--- config.mk ---
export PLATFORM = sky130hd
export DESIGN_NAME = bram_dp_arbiter
export DESIGN_NICKNAME = d
export VERILOG_FILES = /design/src/rtl/bram_dp_arbiter.sv
export SDC_FILE = /design/constraint.sdc
export NUM_CORES = 1
export LEC_CHECK = 0
export BUFFER_PORTS_ARGS = -buffer_cell sky130_fd_sc_hd__buf_2
export CAP_MARGIN = 10
export CORE_MARGIN = 10
export CORE_UTILIZATION = 42
export DETAILED_ROUTE_END_ITERATION = 10
export HOLD_SLACK_MARGIN = 0.08
export PLACE_DENSITY = 0.79
export REMOVE_ABC_BUFFERS = 1
export SLEW_MARGIN = 0
export SYNTH_ARGS = -nofsm -noshare
export SYNTH_HDL_FRONTEND = slang
export SYNTH_SLANG_ARGS = --single-unit
--- constraint.sdc ---
create_clock -name CLK -period 3.8 [get_ports CLK]
set_clock_uncertainty 0.1 [all_clocks]
set_input_delay 0.38 -clock CLK [delete_from_list [all_inputs] [get_ports CLK]]
set_output_delay 0.38 -clock CLK [all_outputs]
set_load 0.005 [all_outputs]
--- src/rtl/bram_dp_arbiter.sv ---
// Round-robin arbiter sharing one dual-port block RAM among NREQ requesters,
// with an optional zero-fill sweep of the memory after reset.
module bram_dp_arbiter #(
    parameter int unsigned NREQ  = 4,
    parameter int unsigned AW    = 10,
    parameter int unsigned DW    = 16,
    parameter int unsigned CLEAR = 1
) (
    input  logic               CLK,
    input  logic               RST,
    input  logic [NREQ-1:0]    REQ_VALID,
    output logic [NREQ-1:0]    REQ_READY,
    input  logic [NREQ-1:0]    REQ_WE,
    input  logic [NREQ*AW-1:0] REQ_ADDR,
    input  logic [NREQ*DW-1:0] REQ_DATA,
    output logic [NREQ-1:0]    RSP_VALID,
    output logic [NREQ*DW-1:0] RSP_DATA,
    output logic               INIT_DONE,
    output logic [AW-1:0]      A0,
    output logic [AW-1:0]      A1,
    output logic [DW-1:0]      D0,
    output logic [DW-1:0]      D1,
    output logic               WE0,
    output logic               WE1,
    output logic               CE0,
    output logic               CE1,
    input  logic [DW-1:0]      Q0,
    input  logic [DW-1:0]      Q1
);
    localparam int unsigned IW = (NREQ > 1) ? $clog2(NREQ) : 1;
    localparam int unsigned CW = AW - 1;

    typedef enum logic {ST_CLR = 1'b0, ST_RUN = 1'b1} state_t;

    state_t        state;
    state_t        state_next;
    logic [CW-1:0] clr_cnt;
    logic [IW-1:0] rr_ptr;
    logic          tag0_v;
    logic          tag1_v;
    logic [IW-1:0] tag0_idx;
    logic [IW-1:0] tag1_idx;

    logic          gnt0_c;
    logic          gnt1_c;
    logic [IW-1:0] scan_idx_c;
    logic [IW-1:0] g0_idx_c;
    logic [IW-1:0] g1_idx_c;
    logic [AW-1:0] g0_addr_c;
    logic [AW-1:0] g1_addr_c;
    logic [DW-1:0] g0_data_c;
    logic [DW-1:0] g1_data_c;
    logic          g0_we_c;
    logic          g1_we_c;
    logic [IW-1:0] last_idx_c;
    logic [IW-1:0] ptr_next_c;

    // Scan from the round-robin pointer; the first two valid requesters win.
    always_comb begin : grant
        gnt0_c     = 1'b0;
        gnt1_c     = 1'b0;
        scan_idx_c = '0;
        g0_idx_c   = '0;
        g1_idx_c   = '0;
        for (int unsigned k = 0; k < NREQ; k++) begin
            scan_idx_c = IW'((32'(rr_ptr) + k) % NREQ);
            if (REQ_VALID[scan_idx_c]) begin
                if (!gnt0_c) begin
                    gnt0_c   = 1'b1;
                    g0_idx_c = scan_idx_c;
                end else if (!gnt1_c) begin
                    gnt1_c   = 1'b1;
                    g1_idx_c = scan_idx_c;
                end
            end
        end
        g0_addr_c = REQ_ADDR[32'(g0_idx_c)*AW +: AW];
        g1_addr_c = REQ_ADDR[32'(g1_idx_c)*AW +: AW];
        g0_data_c = REQ_DATA[32'(g0_idx_c)*DW +: DW];
        g1_data_c = REQ_DATA[32'(g1_idx_c)*DW +: DW];
        g0_we_c   = REQ_WE[g0_idx_c];
        g1_we_c   = REQ_WE[g1_idx_c];
        // Same-address pair involving a write: the second winner waits a cycle.
        if (gnt1_c && (g0_addr_c == g1_addr_c) && (g0_we_c || g1_we_c)) begin
            gnt1_c = 1'b0;
        end
        last_idx_c = gnt1_c ? g1_idx_c : g0_idx_c;
        ptr_next_c = IW'((32'(last_idx_c) + 32'd1) % NREQ);
    end

    always_ff @(posedge CLK) begin : state_reg
        if (RST) begin
            state <= (CLEAR != 0) ? ST_CLR : ST_RUN;
        end else begin
            state <= state_next;
        end
    end

    always_comb begin : next_state
        state_next = state;
        case (state)
            ST_CLR:  if (clr_cnt == {CW{1'b1}}) state_next = ST_RUN;
            default: state_next = state;
        endcase
    end

    // Sweep counter, round-robin pointer and per-port read tags.
    always_ff @(posedge CLK) begin : datapath
        if (RST) begin
            clr_cnt  <= '0;
            rr_ptr   <= '0;
            tag0_v   <= 1'b0;
            tag1_v   <= 1'b0;
            tag0_idx <= '0;
            tag1_idx <= '0;
        end else begin
            clr_cnt  <= (state == ST_CLR) ? clr_cnt + CW'(1) : '0;
            if ((state == ST_RUN) && gnt0_c) begin
                rr_ptr <= ptr_next_c;
            end
            tag0_v   <= (state == ST_RUN) && gnt0_c && !g0_we_c;
            tag1_v   <= (state == ST_RUN) && gnt1_c && !g1_we_c;
            tag0_idx <= g0_idx_c;
            tag1_idx <= g1_idx_c;
        end
    end

    always_comb begin : outputs
        REQ_READY = '0;
        RSP_VALID = '0;
        RSP_DATA  = '0;
        INIT_DONE = 1'b0;
        A0        = '0;
        A1        = '0;
        D0        = '0;
        D1        = '0;
        WE0       = 1'b0;
        WE1       = 1'b0;
        CE0       = 1'b0;
        CE1       = 1'b0;
        if (!RST) begin
            case (state)
                ST_CLR: begin
                    CE0 = 1'b1;
                    CE1 = 1'b1;
                    WE0 = 1'b1;
                    WE1 = 1'b1;
                    A0  = {clr_cnt, 1'b0};
                    A1  = {clr_cnt, 1'b1};
                end
                default: begin
                    INIT_DONE = 1'b1;
                    if (gnt0_c) begin
                        REQ_READY[g0_idx_c] = 1'b1;
                        CE0 = 1'b1;
                        WE0 = g0_we_c;
                        A0  = g0_addr_c;
                        D0  = g0_data_c;
                    end
                    if (gnt1_c) begin
                        REQ_READY[g1_idx_c] = 1'b1;
                        CE1 = 1'b1;
                        WE1 = g1_we_c;
                        A1  = g1_addr_c;
                        D1  = g1_data_c;
                    end
                    if (tag0_v) begin
                        RSP_VALID[tag0_idx] = 1'b1;
                        RSP_DATA[32'(tag0_idx)*DW +: DW] = Q0;
                    end
                    if (tag1_v) begin
                        RSP_VALID[tag1_idx] = 1'b1;
                        RSP_DATA[32'(tag1_idx)*DW +: DW] = Q1;
                    end
                end
            endcase
        end
    end

endmodule

* Word level (Yosys, flattened, before mapping)
Index checks and enable logic that the tools add are counted.
Cells by class: equality and inequality tests 2, add/sub/neg operators 7, shift operators 8, bitwise gates (word level) 3, $mul 2, multiplexer cells 94, reductions and logical operators 14, $lt $le $gt $ge 12
Operators with widths (count):
- 2-to-1 mux 64 bit | 6
- variable shift 16 x 34 -> 64 bit, first input constant | 2
- variable part select 16 x 34 -> 64 bit | 2
- variable part select 64 x 7 -> 16 bit | 2
- 2-to-1 mux 16 bit | 6
- variable part select 40 x 7 -> 10 bit | 2
- negator 6 -> 34 bit | 2
- bitwise AND 64 bit | 1
- bitwise mux 64 bit | 1
- 2-to-1 mux 10 bit | 6
- 2-to-1 mux 4 bit | 12
- 2-to-1 mux 1 bit | 37
- 2-to-1 mux 2 bit | 16
- < comparator 2 x 3 -> 1 bit, second input constant | 8
- binary-select mux 1 bit (select 2 bit) | 6
- == test 10 bit | 1
- logical AND 1 bit | 10
- multiplier 2 x 3 -> 5 bit, second input constant | 2
- adder 9 x 1 -> 9 bit, second input constant | 1
- == test 9 bit, second input constant | 1
- demux 1 bit (select 2 bit) | 4
- greater-or-equal comparator 2 x 1 -> 1 bit, second input constant | 4
- bitwise OR 4 bit | 2
- adder 2 x 1 -> 2 bit, second input constant | 2
- other kinds (4) | 6
Storage, ports and cells: register bits after elaboration 18, output and inout port bits 129, logic and storage cells 149, input bits 146

* Logic depth before layout (Yosys ltp)
Gate-level depths: netlist of the first run.
depth in word-level cells 20, gate-level depth with buffers 16, gate-level depth less buffers 12

* Worst setup path before layout of the first run
No wires, ideal clock.
path kind input -> output, start point in REQ_VALID[1], end point out REQ_READY[3], data required time 3320 ps, arrival 3465 ps, setup slack -145 ps, cell stages on the path 15, path through buf_2 > mux2_2 > mux2_2 > ha_1 > mux2i_2 > o211a_1 > o2bb2ai_2 > buf_4 > mux4_2 > xnor2_1 > nor3_1 > and2_1 > buf_6 > buf_8 > o32ai_1
On the way: longest elaborated chain between the ends 20
RTL lines:
- from (decl) | RTL line 11 | input logic [NREQ-1:0] REQ_VALID,
- binary-select mux 1 bit (select 2 bit) | RTL line 67 | if (REQ_VALID[scan_idx_c]) begin
- 2-to-1 mux 1 bit (implied by the code) | RTL line 67
- 2-to-1 mux 1 bit or 2-to-1 mux 2 bit (tied branches) | RTL line 67
- 2-to-1 mux 2 bit or 2-to-1 mux 1 bit (tied branches) | RTL line 68 | if (!gnt0_c) begin
- 2-to-1 mux 2 bit or 2-to-1 mux 1 bit (tied branches) | RTL line 67
- 2-to-1 mux 2 bit (on tied branches) | RTL line 71, 68
- 2-to-1 mux 2 bit (on tied branches) | RTL line 68, 67
- 2-to-1 mux 2 bit (on tied branches) | RTL line 67, 68
- [... 4 more ...]
- variable part select 40 x 7 -> 10 bit or demux 1 bit (select 2 bit) (tied branches) | RTL line 78, 154
- == test 10 bit or 2-to-1 mux 4 bit (tied branches) | RTL line 84, 153
- logical AND 1 bit or 2-to-1 mux 4 bit (tied branches) | RTL line 84, 142
- logical AND 1 bit or 2-to-1 mux 4 bit (tied branches) | RTL line 84, 141
- 2-to-1 mux 1 bit or bitwise OR 4 bit (tied branches)
- 2-to-1 mux 4 bit (*) | RTL line 160 | if (gnt1_c) begin
- 2-to-1 mux 4 bit (*) | RTL line 142 | case (state)
- 2-to-1 mux 4 bit (*) | RTL line 141 | if (!RST) begin
- to (decl) | RTL line 12 | output logic [NREQ-1:0] REQ_READY,
Mark *: on every way between the ends. The rest lies on a longest branch, timed or not. The select of a mux whose other input is x is not followed.

* Final worst setup path of the first run
start point reg rr_ptr[0], end point out D1[14]
On the way: longest elaborated chain between the ends 20
RTL lines:
- from (decl) | RTL line 38 | logic [IW-1:0] rr_ptr;
- from (signal assigned) | RTL line 119 | rr_ptr <= ptr_next_c;
- branches (longest 17 deep; another with multiplier 2 x 3 -> 5 bit)
- 2-to-1 mux 16 bit (*) | RTL line 160
- 2-to-1 mux 16 bit (*) | RTL line 142
- 2-to-1 mux 16 bit (*) | RTL line 141
- to (decl) | RTL line 22 | output logic [DW-1:0] D1,
Mark *: on every way between the ends. The select of a mux whose other input is x is not followed.

==> run summary, run 1 <==
Main synth FF type: dfxtp_1
Run status: finished with violations
Nature of the critical path endpoint: output port
Port bufs: 274
Count leader, synth: nor2_1
Worst R2R Path Depth: 17
Die width: 129 um
Max Root-Sink Buffers: 2
Final Slew Violations: 0
Final std cells w/o fill: 1100
Max FFs per register: 9
Clock slew seen by the registers of the worst setup and hold paths: 0.06 ns
Diodes inserted: 0
RePlAce Congestion: 0.940
Violated checks: negative setup slack
RSZ-0062 raised after global routing: yes
Core Area: 11500 sq um
Max Fclk: 227 MHz
Critical path depth: 18
Layout cells sized above 1: 0.521
Post-route ant nets: 0
Maxcap violations: 0
Layout fillers: 876
Final Setup Violations: 33
Crit path buf inv count: 8
Top delay family on crit path: buffers and inverters
Vias in the first global route: 6621
Cell Rows: 39
Top reg by flops: clr_cnt
HP Class: register to register
Most frequent CP cell: buf_12
Layout net count: 1121
Area leader, netlist: mux2i_1
Placed Area: 6980 sq um
Post-route design area: 7630 sq um
Grt ovf: 0
Finished Core Util: 0.663
IO Count: 275
CTS Buf Count: 3
1st-iter DRT viols: 665
Clock sinks: 18
Placed wire-length estimate: 18.0 mm
Largest net degree at the start of global routing: 69
Ys async rst share: 0
Startpoint types: register
Worst-path fanout max: 14
Synth Register Bits: 18
Via-to-Cell Ratio: 6.51
Die Area: 16600 sq um
First-pass GRT wire length: 35.0 mm
Tmin final: 4.40 ns
Pre-antenna DRT Iters: 5
Clk Latency, worst-skew pair: 0.25 ns
Detailed Route WL: 25.9 mm
Total number of yosys warnings: 0
Cell count after placement: 1082
Tot Pwr: 1190 uW
Hold Fails Final Rpt: 0
Wire per inst: 23.6 um
Setup CP Type: register to output port
Root Buffer: clkbuf_16
Worst path cell trace: buf_6 > buf_6 > or3b_2 > a21oi_4 > a2111oi_4 > buf_4 > buf_12 > buf_4 > mux2i_2 > o31ai_4 > a21oi_1 > o22ai_1 > nor4_4 > and2_4 > buf_12 > buf_12 > nor3_4 > buf_2
Vert. Die Dim: 129 um
FF+latch area: 364 sq um
Most instantiated cells after synthesis: 108 x nor2_1, 66 x a22oi_1, 62 x mux2i_1
Via count: 7162
Number of flops mapped to enable cells by yosys: 0
Hold path depth: 2
Critical path arrival: 3.92 ns
Worst stage delay on the critical path: 0.49 ns
Unique masters post-synth: 71
Top cells by area, synth: mux2i_1 12%, a22oi_1 9.9%, mux4_2 9.9%, nor2_1 8.1%, dfxtp_1 7.2%
GRT Resource Usage Total: 0.253
Antenna violations before repair: 0
Final worst setup slack: -0.602 ns
Cell Area, Synth: 4990 sq um
Number of remaining DRC errors: 0
Register area share after synthesis: 0.0722
Worst path required time: 3.32 ns
Multi-input logic area: 4690 sq um
Synth Area per Inst: 7.74 sq um
P per Cell Area: 156 nW/um^2
Synth-to-layout area growth: 53.0%
H-tree depth: 1
Slowest cell on crit path: or3b_2
Initial cell density of the core: 0.433
Slew @ Worst Pin: 1.04 ns
Fin Hold WS: 0.421 ns
Period utilization: 1.16
CTS tree: yes
Worst ir drop on vdd: 0.204 mV
Synth Instances: 645
Share of the synthesized area in the top cell type: 0.124
Leakage Power: 0.00346 uW
Worst rel slew slack: 0.306
[stage by stage]
stage	worst slack, ns	TNS [ns]
2_1_floorplan	-2.79	-109.33
4_1_cts	-0.523	-16.09
6_report	-0.602	-17.36
5_1_grt	-0.721	-21.01
3_5_place_dp	-0.508	-13.53
3_3_place_gp	-0.392	-10.48
[path summary, 6_finish.rpt]
check / start / endpoint / slack [ns]
worst max-delay path: rr_ptr[0] / D1[14] / -0.60
worst min-delay path: clr_cnt[7] / clr_cnt[7] / 0.42
worst max register to register: rr_ptr[0] / rr_ptr[0] / 0.01
worst min register to register: clr_cnt[7] / clr_cnt[7] / 0.42
[cell families (layout without fill, tap and decap cells)]
| family | Yosys count | count (layout) | share of synthesized area |
|---|---|---|---|
| compound gates | 166 | 166 | 0.258 |
| buf+inv | 75 | 387 | 0.0735 |
| mux | 109 | 109 | 0.281 |
| simple gates | 250 | 250 | 0.255 |
| flops | 18 | 18 | 0.0722 |
| fa+ha+maj | 18 | 18 | 0.0449 |
| xor+xnor | 9 | 9 | 0.0158 |
[power breakdown]
| group | internal [uW] | switching, uW |
|---|---|---|
| clock network | 160 | 77.7 |
| logic | 360 | 387 |
| registers | 194 | 9.56 |
[cell type report]
cell class / count / share of cell area
Timing Repair Buffer: 371 / 0.297
Inverter: 12 / 0.00590
Clock buffer: 4 / 0.0116
Multi-Input combinational cell: 552 / 0.614
Tap cell: 143 / 0.0234
Sequential cell: 18 / 0.0477
[worst min-delay path, stage by stage, from the launching register on]
cell and delay [ns]:
dfxtp_1 0.33, o21ai_0 0.08, a21oi_1 0.06
[repair_timing]
item	CTS	global route
buffers inserted	5	12
gates cloned	2	1
resized for setup	27	48
setup endpoints to repair	38	37
pin swaps	6	25
hold buffers	0	0
[layer usage]
layer	up-vias	part of all wire	routed length [um]	GRT usage
met1	3336	0.34	8750	0.268
met4	0	0.051	1310	0.104
met5	-	0	0	0
met2	632	0.48	12600	0.461
li1	3061	-	-	-
met3	133	0.13	3310	0.0742
[cell usage in the layout, fill, tap and decap left out, drive strengths merged, types with 5 or more instances in the layout]
cell type,netlist,layout
buf,28,370
nor3,20,20
mux2i,63,63
nand2,31,31
nand4,10,10
clkbuf,35,5
a21o,6,6
a21oi,38,38
and2,21,21
inv,11,11
xnor2,6,6
mux2,24,24
ha,17,17
o31ai,15,15
nor2,108,108
nand3,13,13
o21ai,10,10
a2111oi,5,5
dfxtp,18,18
and3,9,9
mux4,22,22
a22oi,66,66
nand2b,9,9
Note: power is estimated with default switching activity, not from simulation.
==> run 2, diff against run 1 <==
Settings changed: RECOVER_POWER set to 50.
==> run 2 against run 1 <==
The run still ends with negative setup slack left. Sequential cell count did not move. Sequential power barely moved. Core utilization barely moved. Via count about the same. Critical endpoint unchanged.
==> run summary, run 2 (synthesis results as in run 1) <==
Run status: finished with violations (unchanged)
Violated checks: negative setup slack (unchanged)
RePlAce Congestion: 0.940 (unchanged)
Critical path arrival: 3.95 ns (was 3.92 ns)
Final Setup Violations: 34 (was 33)
Detailed Route WL: 25.9 mm (about the same)
Worst path required time: 3.32 ns (about the same)
Slew @ Worst Pin: 1.05 ns (was 1.04 ns)
Max Root-Sink Buffers: 2 (unchanged)
Nature of the critical path endpoint: output port (unchanged)
Core Area: 11500 sq um (unchanged)
Vert. Die Dim: 129 um (unchanged)
Root Buffer: clkbuf_16 (unchanged)
Commonest cells after routing, fill and taps aside: 272 x buf_2, 108 x nor2_1, 78 x buf_4 (was 273 x buf_2, 108 x nor2_1, 78 x buf_4)
Worst ir drop on vdd: 0.206 mV (was 0.204 mV)
Cell count after placement: 1082 (unchanged)
Wire per inst: 23.5 um (was 23.6 um)
Final worst setup slack: -0.625 ns (was -0.602 ns)
HP Class: register to register (unchanged)
Hold Fails Final Rpt: 0 (unchanged)
RSZ-0062 raised after global routing: yes (unchanged)
Final Slew Violations: 0 (unchanged)
Post-route ant nets: 0 (unchanged)
Largest net degree at the start of global routing: 69 (unchanged)
Post-route design area: 7630 sq um (about the same)
Placed wire-length estimate: 18.0 mm (unchanged)
Top reg by flops: clr_cnt (unchanged)
Max Fclk: 226 MHz (was 227 MHz)
GRT Resource Usage Total: 0.253 (unchanged)
Die Area: 16600 sq um (unchanged)
Crit path capture: D1[14] (unchanged)
CTS tree: yes (unchanged)
Leakage Power: 0.00346 uW (about the same)
Diodes inserted: 0 (unchanged)
Layout net count: 1121 (unchanged)
H-tree depth: 1 (unchanged)
Port bufs: 274 (unchanged)
Pre-antenna DRT Iters: 5 (unchanged)
Layout cells sized above 1: 0.520 (was 0.521)
Final std cells w/o fill: 1100 (unchanged)
Via count: 7167 (was 7162)
Worst Setup SP: rr_ptr[0] (unchanged)
Max FFs per register: 9 (unchanged)
Startpoint types: register (unchanged)
Antenna violations before repair: 0 (unchanged)
Clk Latency, worst-skew pair: 0.25 ns (about the same)
Synth-to-layout area growth: 52.9% (was 53.0%)
Setup slack, reg-to-reg: -0.01 ns (was 0.01 ns)
Grt ovf: 0 (unchanged)
P per Cell Area: 156 nW/um^2 (about the same)
Fin Hold WS: 0.425 ns (was 0.421 ns)
IO Count: 275 (unchanged)
Crit Reg-Reg Startpoint: rr_ptr[0] (unchanged)
Number of remaining DRC errors: 0 (unchanged)
CTS Buf Count: 3 (unchanged)
Cell Rows: 39 (unchanged)
Post-Route Setup TNS: -18.15 ns (was -17.36 ns)
1st-iter DRT viols: 649 (was 665)
Maxcap violations: 0 (unchanged)
Setup CP Type: register to output port (unchanged)
CTS Hold Buffers Added: 0 (unchanged)
Clock slew seen by the registers of the worst setup and hold paths: 0.06 ns (about the same)
Critical R2R Capture: rr_ptr[0] (unchanged)
Worst-path fanout max: 14 (unchanged)
Die width: 129 um (unchanged)
Vias in the first global route: 6621 (unchanged)
Placed Area: 6980 sq um (unchanged)
Tmin final: 4.43 ns (was 4.40 ns)
Via-to-Cell Ratio: 6.52 (was 6.51)
Initial cell density of the core: 0.433 (unchanged)
Period utilization: 1.16 (about the same)
First-pass GRT wire length: 35.0 mm (unchanged)
Worst R2R Path Depth: 17 (unchanged)
Clock sinks: 18 (unchanged)
Layout fillers: 877 (was 876)
Most common cell after layout, fill and taps aside: buf_2 (unchanged)
Worst rel slew slack: 0.302 (was 0.306)
Finished Core Util: 0.663 (about the same)
-- run 2: cell count changes in the layout (fill, tap and decap cells not counted), sizes merged --
cell	previous run	this run
buf	370	369
clkbuf	5	6
-- run 2: power breakdown --
group          internal, uW  switching (uW)
Sequential              194            9.78
Combinational           360             387
Clock                   160            78.1
Total                   714             475
-- run 2: worst min path at each step --
stage,start,to,slack (ns),cells after the start
2_1_floorplan,clr_cnt[0],clr_cnt[0],0.34,1
3_3_place_gp,clr_cnt[0],clr_cnt[0],0.39,1
3_5_place_dp,clr_cnt[0],clr_cnt[0],0.39,1
4_1_cts,clr_cnt[0],clr_cnt[0],0.41,1
5_1_grt,clr_cnt[0],clr_cnt[0],0.46,1
6_report,clr_cnt[7],clr_cnt[7],0.42,2
-- run 2: per-layer routing --
metal | global-route usage | part of all wire
met1 | 0.268 | 0.34
met4 | 0.104 | 0.051
met3 | 0.0742 | 0.13
met5 | 0 | 0
met2 | 0.461 | 0.49
-- run 2: critical path: stages, from the launching register on --
cell       delay (ns)
dfxtp_4          0.37
buf_6            0.12
buf_6            0.14
or3b_2           0.49
a21oi_4          0.19
a2111oi_4        0.07
buf_4            0.17
buf_12           0.14
buf_4            0.14
mux2i_2          0.27
o31ai_4          0.14
a21oi_1          0.18
o22ai_1          0.16
nor4_4           0.34
and2_4           0.26
buf_12           0.15
buf_12           0.15
nor3_4           0.04
buf_2            0.17
-- run 2: what timing repair did --
| item | CTS | global route |
|---|---|---|
| pin swaps | 6 | 25 |
| resized for setup | 27 | 48 |
| endpoints found under the setup margin | 38 | 37 |
| buffers inserted | 5 | 12 |
| gates cloned | 2 | 1 |
-- run 2: through the flow --
step,power [uW],worst slack (ns)
2_1_floorplan,540,-2.79
3_3_place_gp,804,-0.392
3_5_place_dp,818,-0.508
4_1_cts,1070,-0.523
5_1_grt,1230,-0.721
6_report,1190,-0.625
-- run 2: layout make-up --
cell class	instances	area [sq um]	area share
clock buffers	4	88.8	0.0116
inverters	12	45.0	0.00590
multi-input cells	552	4690	0.614
flip-flops and latches	18	364	0.0477
well taps	143	179	0.0234
repair buffers	371	2270	0.297
==> run 3, diff against run 2 <==
Settings changed: CORE_UTILIZATION 42 to 43, PLACE_DENSITY 0.79 to 0.78, SKIP_CTS_REPAIR_TIMING set to 1.
Clock period 3.8 ns to 4.2 ns, I/O delays scaled along.
==> run 3 against run 2 <==
The flow still finishes with violations (negative setup slack). Power fell by 22%. Final area is 8.9% lower. Hold slack worse by 0.025 ns. Critical path depth shrank 4. First-iteration DRC count down 19%. Global-route usage shrank 2.3 points. Core utilization shrank 5.1 points. Non-clock buffer count down 44. Sequential share of layout area grew 0.47 points. Clock power shrank 11%.
==> run summary, run 3 (synthesis results as in run 1) <==
H-tree depth: 1 (unchanged)
HP Class: register to register (unchanged)
Cell count after placement: 1047 (was 1082)
Worst-path fanout max: 7 (was 14)
Worst rel slew slack: 0.410 (was 0.302)
Critical path arrival: 3.87 ns (was 3.95 ns)
FF+latch area: 364 sq um (unchanged)
WL met1: 7.70 mm (was 8.75 mm)
Layout net count: 1077 (was 1121)
Placed Area: 6700 sq um (was 6980 sq um)
Top Metal Used: met4 (unchanged)
Worst path cell trace: mux2_4 > mux2_4 > ha_4 > mux2i_2 > o211a_1 > o2bb2ai_4 > mux4_2 > a21oi_2 > o22ai_2 > nor4_2 > and2_4 > clkbuf_16 > o31ai_4 > buf_2 (was buf_6 > buf_6 > or3b_2 > a21oi_4 > a2111oi_4 > buf_4 > buf_12 > buf_4 > mux2i_2 > o31ai_4 > a21oi_1 > o22ai_1 > nor4_4 > and2_4 > buf_12 > buf_12 > nor3_4 > buf_2)
Detailed Route WL: 21.2 mm (was 25.9 mm)
Most frequent CP cell: mux2_4 (was buf_12)
Root Buffer: clkbuf_16 (unchanged)
Synth-to-layout area growth: 39.4% (was 52.9%)
Setup slack, reg-to-reg: 0.22 ns (was -0.01 ns)
Post-route ant nets: 0 (unchanged)
Max Root-Sink Buffers: 2 (unchanged)
Worst stage delay on the critical path: 0.59 ns (was 0.49 ns)
Commonest cells after routing, fill and taps aside: 274 x buf_2, 108 x nor2_1, 66 x a22oi_1 (was 272 x buf_2, 108 x nor2_1, 78 x buf_4)
1st-iter DRT viols: 528 (was 649)
Wire per inst: 20.0 um (was 23.5 um)
Hold endpoint: clr_cnt[0] (was clr_cnt[7])
Clk Latency, worst-skew pair: 0.25 ns (about the same)
Via count: 6387 (was 7167)
Layout fillers: 1009 (was 877)
CTS tree: yes (unchanged)
Top reg by flops: clr_cnt (unchanged)
First-pass GRT wire length: 31.9 mm (was 35.0 mm)
Nature of the critical path endpoint: output port (unchanged)
Final Setup Violations: 32 (was 34)
Core Area: 11400 sq um (was 11500 sq um)
Final std cells w/o fill: 1056 (was 1100)
Worst ir drop on vdd: 0.133 mV (was 0.206 mV)
Via-to-Cell Ratio: 6.05 (was 6.52)
Diodes inserted: 0 (unchanged)
Leakage Power: 0.00318 uW (was 0.00346 uW)
Die width: 128 um (was 129 um)
GRT Resource Usage Total: 0.230 (was 0.253)
Clock slew seen by the registers of the worst setup and hold paths: 0.06 ns (about the same)
Hold path depth: 1 (was 2)
Maxcap violations: 0 (unchanged)
Crit Reg-Reg Startpoint: rr_ptr[0] (unchanged)
Slowest cell on crit path: mux4_2 (was or3b_2)
Port bufs: 274 (unchanged)
Antenna violations before repair: 0 (unchanged)
Final Slew Violations: 0 (unchanged)
CTS Buf Count: 3 (unchanged)
Die Area: 16300 sq um (was 16600 sq um)
Vias in the first global route: 6148 (was 6621)
Tot Pwr: 931 uW (was 1190 uW)
Hold Fails Final Rpt: 0 (unchanged)
Largest net degree at the start of global routing: 72 (was 69)
Initial cell density of the core: 0.439 (was 0.433)
Min-delay src: clr_cnt[0] (was clr_cnt[7])
Layout cells sized above 1: 0.473 (was 0.520)
Post-route design area: 6960 sq um (was 7630 sq um)
Max Fclk: 228 MHz
Cell Rows: 39 (unchanged)
P per Cell Area: 134 nW/um^2 (was 156 nW/um^2)
Setup CP Type: register to output port (unchanged)
Met2 wire len: 10.3 mm (was 12.6 mm)
Grt ovf: 0 (unchanged)
Placed wire-length estimate: 16.7 mm (was 18.0 mm)
Number of remaining DRC errors: 0 (unchanged)
Tmin final: 4.39 ns
Vert. Die Dim: 128 um (was 129 um)
Pre-antenna DRT Iters: 6 (was 5)
Worst Setup SP: rr_ptr[0] (unchanged)
Violated checks: negative setup slack (unchanged)
Final worst setup slack: -0.195 ns (was -0.625 ns)
Slew @ Worst Pin: 0.886 ns (was 1.05 ns)
Met3 Wirelength: 2.76 mm (was 3.25 mm)
Multi-input logic area: 4410 sq um (was 4690 sq um)
Startpoint types: register (unchanged)
Fin Hold WS: 0.400 ns (was 0.425 ns)
Most common cell after layout, fill and taps aside: buf_2 (unchanged)
Worst R2R Path Depth: 14 (was 17)
Max FFs per register: 9 (unchanged)
Critical R2R Capture: rr_ptr[1] (was rr_ptr[0])
RePlAce Congestion: 0.999 (was 0.940)
Run status: finished with violations (unchanged)
RSZ-0062 raised after global routing: yes (unchanged)
Period utilization: 1.05
IO Count: 275 (unchanged)
Clock sinks: 18 (unchanged)
Worst path required time: 3.68 ns (was 3.32 ns)
==> run 3: how the worst max path moves through the flow <==
stage	depth (start not counted)	end	slack (ns)
floorplan	10	REQ_READY[3]	-2.43
global placement	15	A1[0]	-0.01
detailed placement	16	A1[8]	-0.09
CTS	15	A1[8]	-0.27
global route	14	A1[5]	-0.29
finish	14	A1[5]	-0.19
==> run 3: per-stage QoR <==
step	setup TNS [ns]	setup slack [ns]	util
finish	-5.43	-0.195	0.612
global route	-8.65	-0.293	0.612
floorplan	-86.38	-2.43	-
global placement	-0.0130	-0.0123	0.589
detailed placement	-1.92	-0.0930	0.589
CTS	-7.56	-0.272	0.597
==> run 3: metal layers <==
layer / GRT usage / up-vias
met1: 0.270 / 2948
li1: - / 2974
met3: 0.0769 / 45
met4: 0.0464 / 0
met5: 0 / -
met2: 0.398 / 420
==> run 3: critical path: cells and delay by family, from the launching register on <==
kind                       cells  cell delay [ns]
adders and majority gates      1             0.27
AOI/OAI and AO/OA              5             0.73
and+or+nand+nor                2             0.60
DFF                            1             0.37
buffers and inverters          2             0.37
muxes                          4             1.28
==> run 3: area by class of cell <==
type	instances	area share
Clock buffer	4	0.0128
Timing Repair Buffer	327	0.269
Tap cell	143	0.0257
Multi-Input combinational cell	552	0.634
Inverter	12	0.00648
Sequential cell	18	0.0523
==> run 3: where the power goes <==
part           leakage (uW)  internal [uW]  switching (uW)  total (uW)
Sequential         0.000147            175            8.16         183
Clock             0.0000442            145            65.8         211
Combinational       0.00299            263             274         536
Total               0.00318            583             348         931
